**src/rtl/lab_pkg.sv**
```systemverilog
// Shared constants and the per-channel debug state type for the input debouncer.
package lab_pkg;

    localparam int STABLE_CNT_DEF = 4;
    localparam int CNT_W_DEF      = 16;

    typedef enum logic {
        ST_STABLE   = 1'b0,
        ST_COUNTING = 1'b1
    } ch_state_e;

endpackage

```
**src/rtl/debounce_ch.sv**
```systemverilog
// One debounce channel: 2-flop synchronizer, stability counter FSM, debounced level flop.
// The rise-pulse flop is built only when INPUT_DEBOUNCE_RISE_EN is defined.
module debounce_ch
    import lab_pkg::*;
#(
    parameter int STABLE_CNT = STABLE_CNT_DEF,
    parameter int CNT_W      = CNT_W_DEF
) (
    input  logic clk,
    input  logic rst_n,
    input  logic i_din,
    output logic o_db,
    output logic o_rise
);

    localparam logic [CNT_W-1:0] TERM = CNT_W'(STABLE_CNT - 1);

    logic             r_sync1;
    logic             r_sync2;
    logic             r_db;
    logic [CNT_W-1:0] r_cnt;
    ch_state_e        r_state;
    logic             w_diff;
    logic             w_fire;

    assign w_diff = (r_sync2 != r_db);
    assign w_fire = w_diff && (r_cnt == TERM);
    assign o_db   = r_db;

    // Two-stage synchronizer for the asynchronous raw input.
    always_ff @(posedge clk or negedge rst_n) begin
        if (!rst_n) begin
            r_sync1 <= 1'b0;
            r_sync2 <= 1'b0;
        end else begin
            r_sync1 <= i_din;
            r_sync2 <= r_sync1;
        end
    end

    // Stability FSM: r_state is ST_COUNTING exactly while r_cnt is non-zero.
    always_ff @(posedge clk or negedge rst_n) begin
        if (!rst_n) begin
            r_state <= ST_STABLE;
            r_cnt   <= {CNT_W{1'b0}};
            r_db    <= 1'b0;
        end else begin
            case (r_state)
                ST_STABLE: begin
                    if (w_fire) begin
                        r_db <= r_sync2;
                    end else if (w_diff) begin
                        r_cnt   <= r_cnt + CNT_W'(1);
                        r_state <= ST_COUNTING;
                    end else begin
                        r_cnt <= {CNT_W{1'b0}};
                    end
                end
                ST_COUNTING: begin
                    if (!w_diff) begin
                        r_cnt   <= {CNT_W{1'b0}};
                        r_state <= ST_STABLE;
                    end else if (w_fire) begin
                        r_db    <= r_sync2;
                        r_cnt   <= {CNT_W{1'b0}};
                        r_state <= ST_STABLE;
                    end else begin
                        r_cnt <= r_cnt + CNT_W'(1);
                    end
                end
                default: begin
                    r_cnt   <= {CNT_W{1'b0}};
                    r_state <= ST_STABLE;
                end
            endcase
        end
    end

`ifdef INPUT_DEBOUNCE_RISE_EN
    logic r_rise;

    // Pulse on the same edge that r_db is loaded with a 1 from a 0.
    always_ff @(posedge clk or negedge rst_n) begin
        if (!rst_n) begin
            r_rise <= 1'b0;
        end else begin
            r_rise <= w_fire && r_sync2;
        end
    end

    assign o_rise = r_rise;
`else
    assign o_rise = 1'b0;
`endif

endmodule

```
**src/rtl/input_debounce.sv**
```systemverilog
// Two independent debounced switch channels (A, B) with optional rise pulses.
// Optional feature macro: INPUT_DEBOUNCE_RISE_EN (rise pulses; tied to 0 when undefined).
module input_debounce
    import lab_pkg::*;
#(
    parameter int STABLE_CNT = STABLE_CNT_DEF,
    parameter int CNT_W      = CNT_W_DEF
) (
    input  logic clk,
    input  logic rst_n,
    input  logic a,
    input  logic b,
    output logic a_db,
    output logic b_db,
    output logic a_rise,
    output logic b_rise
);

    debounce_ch #(
        .STABLE_CNT (STABLE_CNT),
        .CNT_W      (CNT_W)
    ) u_ch_a (
        .clk    (clk),
        .rst_n  (rst_n),
        .i_din  (a),
        .o_db   (a_db),
        .o_rise (a_rise)
    );

    debounce_ch #(
        .STABLE_CNT (STABLE_CNT),
        .CNT_W      (CNT_W)
    ) u_ch_b (
        .clk    (clk),
        .rst_n  (rst_n),
        .i_din  (b),
        .o_db   (b_db),
        .o_rise (b_rise)
    );

endmodule

```
**config.mk**
```make
export PLATFORM = sky130hd
export DESIGN_NAME = input_debounce
export DESIGN_NICKNAME = d
export VERILOG_FILES = /design/src/rtl/lab_pkg.sv /design/src/rtl/debounce_ch.sv /design/src/rtl/input_debounce.sv
export SDC_FILE = /design/constraint.sdc
export NUM_CORES = 1
export LEC_CHECK = 0
export ABC_AREA = 1
export CELL_PAD_IN_SITES_DETAIL_PLACEMENT = 0
export CELL_PAD_IN_SITES_GLOBAL_PLACEMENT = 1
export CORE_UTILIZATION = 40
export DETAILED_ROUTE_END_ITERATION = 10
export PLACE_DENSITY_LB_ADDON = 0.1
export SETUP_SLACK_MARGIN = 0.4
export SYNTH_ARGS = -nofsm -noshare
export SYNTH_HDL_FRONTEND = slang
export SYNTH_SLANG_ARGS = --single-unit
```
**constraint.sdc**
```tcl
create_clock -name clk -period 1.6 [get_ports clk]
set_input_delay 0.32 -clock clk [delete_from_list [all_inputs] [get_ports clk]]
set_output_delay 0.32 -clock clk [all_outputs]
set_load 0.005 [all_outputs]
```
==> out/metrics.cfg <==
[place]
io_buffers = 5
post-dp-hpwl_um = 3890
gp_congestion = 0.8478
dp_slack_ns = 0.2555

[grt]
grt_pass1_wl_um = 9197
grt_usage_pct = 19.76
antenna_found_initial = 0
grt_pass1_vias = 1909
grt_max_degree = 41
overflow = 0

[worst_setup_path]
start_kind = register
critPathArrivalTime_ns = 1.44
cp.depth = 6
cp-startpoint = u_ch_b.r_cnt[0]$_DFFE_PN0P_
reg2reg_slack_ns = 0.38
end_kind = register
cp-endpoint = u_ch_b.r_cnt[9]$_DFFE_PN0P_
crit_path_max_fanout = 5
cp.required_ns = 1.82
rr_startpoint = u_ch_b.r_cnt[0]$_DFFE_PN0P_
crit_path_top_delay_cell = dfrtp_2
reg2reg_to = u_ch_b.r_cnt[9]$_DFFE_PN0P_
critPathKind = reg -> reg
path_cells = buf_6 > nand3_4 > nor2_4 > nand2_2 > xor2_1 > nor2_1
crit_buf_inv = 1
worst-r2r-cell-count = 6
slowest_delay_ns = 0.42
path_delay_family = simple AND/OR/NAND/NOR gates

[clock_tree]
cts_buffers = 5
clkLatencyLatePin_ns = 0.30
clock-sinks = 40
cts_tree = done
cts.path.max_buffers = 2
cts-root-buf = clkbuf_8
ctsHtreeMaxLevel = 2
clkTransAtPathRegs_ns = 0.08

[pwr]
p_per_area_mw_per_mm2 = 1040
peakVddDrop_mv = 0.7010
p_total_mw = 3.125
total_leakage_power_nw = 1.357

[timing]
skew_ns = 0.005689
setup_tns_ns = 0
layout_setup_ws_ns = 0.3776
fmax_mhz = 818.1
rsz0062_at_grt = true
report.final.slew_viol_count = 0
period_share_pct = 76.40
finalHoldViolations = 0
setup_viol = 0
final.min_clock_period_ns = 1.222

[status]
outcome = completed

[synth]
synth_area_mm2 = 0.002298
seq_area_frac_synth_pct = 43.55
synth.distinct_cells = 23
ys_ff_latch = 40
syn_inst = 324
synth.avg_cell_area_um2 = 7.094
yosysWarnings = 0

[route]
vias = 2046
topRoutingLayerUsed = met4
drc = 0
wl_per_cell_um = 12.64
met1_length_um = 2879
vias_per_cell = 4.792
wl_met3_um = 96
dr.pass1.iters = 4
initialDrtViolationCount = 144
met2_length_um = 2364
ant_nets = 0
wl_um = 5396

[floorplanning]
dieArea_mm2 = 0.006054
die_y_um = 77.81
ios = 8
fp-row-count = 27
start_util_pct = 41.74
dieWidth_um = 77.81
core-area_mm2 = 0.005507

[cells_and_area]
antenna_cells = 0
areaGrowthSynthToFinish_pct = 30.76
nets = 361
nFillCells = 551
drive_gt1_share_pct = 33.24

[hold_path]
hold_path.class = reg -> reg

[job]
maxCapViolations = 0

[layer usage]
layer  track usage [%]  vias to the layer above
met4             6.038                        0
met5                 0                        -
met3             4.353                        5
li1                  -                     1074
met1             28.78                      950
met2             28.94                       17
[kinds of logic after synthesis]
kind of cell	count (synthesis)	synth area share (%)
simple gates	221	42.03
flops	40	43.55
buf+inv	38	6.586
compound gates	11	2.395
xor+xnor	11	4.192
fa+ha+maj	2	1.089
other cells	1	0.1632
[state kept, by name, indices dropped and copies added (netlist names)]
signal,count
u_ch_a.o_db,1
u_ch_a.r_cnt,16
u_ch_a.r_state,1
u_ch_a.r_sync1,1
u_ch_a.r_sync2,1
u_ch_b.o_db,1
u_ch_b.r_cnt,16
u_ch_b.r_state,1
u_ch_b.r_sync1,1
u_ch_b.r_sync2,1
[worst min path at each step]
stage                              from                      endpoint  slack, ns  cells after the start
2_1_floorplan                     rst_n       u_ch_a.o_db$_DFFE_PN0P_       0.02                      0
3_3_place_gp                      rst_n  u_ch_b.r_cnt[14]$_DFFE_PN0P_       0.31                      2
3_5_place_dp                      rst_n  u_ch_b.r_cnt[14]$_DFFE_PN0P_       0.31                      2
4_1_cts        u_ch_a.r_sync1$_DFF_PN0_      u_ch_a.r_sync2$_DFF_PN0_       0.37                      0
5_1_grt        u_ch_a.r_sync1$_DFF_PN0_      u_ch_a.r_sync2$_DFF_PN0_       0.37                      0
6_report       u_ch_a.r_sync1$_DFF_PN0_      u_ch_a.r_sync2$_DFF_PN0_       0.36                      0
[metrics by stage]
stage / util (%) / cells / area (um^2) / hold slack [ns]
after floorplan: - / 325 / 2315 / 0.02441
after global placement: 44.97 / 403 / 2476 / 0.3097
after detailed placement: 44.97 / 403 / 2476 / 0.3079
after CTS: 50.03 / 418 / 2755 / 0.3670
after global routing: 54.58 / 427 / 3005 / 0.3720
final: 54.58 / 427 / 3005 / 0.3627
[report_power, final]
group | leakage, nW | total, mW | switching [mW] | internal (mW)
sequential | 0.506 | 1.28 | 0.145 | 1.13
combinational | 0.787 | 0.875 | 0.468 | 0.406
clock | 0.0642 | 0.974 | 0.359 | 0.614
total | 1.36 | 3.12 | 0.973 | 2.15
[cell usage in the layout, fill, tap and decap left out]
cell type         n
a21oi_1           4
a21oi_2           1
buf_12            2
buf_2             2
buf_4            15
buf_6             4
bufinv_16         2
clkbuf_2          1
clkbuf_8          5
clkdlybuf4s50_1   2
conb_1            2
dfrtp_1          20
dfrtp_2          20
dlygate4sd3_1     1
ha_4              2
inv_1            31
inv_2             2
inv_4             1
nand2_1          68
nand2_2          14
nand2_4           5
nand3_1          26
nand3_2           5
nand3_4           1
nand4_1          11
nor2_1           54
nor2_2           21
nor2_4           11
nor3_1            4
nor3_4            1
o21ai_0           1
o21ai_1           3
o21ai_2           2
xnor2_1           2
xnor2_2           1
xor2_1            8
[synth_stat cells (all sizes together)]
library cell	n	area [um^2]
a21oi	5	25.02
buf	3	20.01
clkbuf	1	3.750
conb	1	3.750
dfrtp	40	1001
ha	2	25.02
inv	34	127.6
nand2	87	349.1
nand3	32	165.2
nand4	11	68.82
nor2	86	357.8
nor3	5	25.02
o21ai	6	30.02
xnor2	3	26.28
xor2	8	70.07
[final cells by class]
cell class	instances	area [um^2]	share of cell area, %
multi-input cells	247	1388	46.17
flip-flops and latches	40	1026	34.14
repair buffers	27	242.7	8.077
inverters	34	130.1	4.330
well taps	72	90.09	2.998
clock buffers	5	68.82	2.290
clock inverters	2	60.06	1.998
[timing repair]
item | CTS | global route
pin swaps | 9 | 20
setup endpoints to repair | 25 | 31
hold buffers | 1 | 0
hold endpoints to repair | 35 | 0
resized for setup | 34 | 60
setup buffers | 7 | 9
Power figures use the tool's default switching activity.
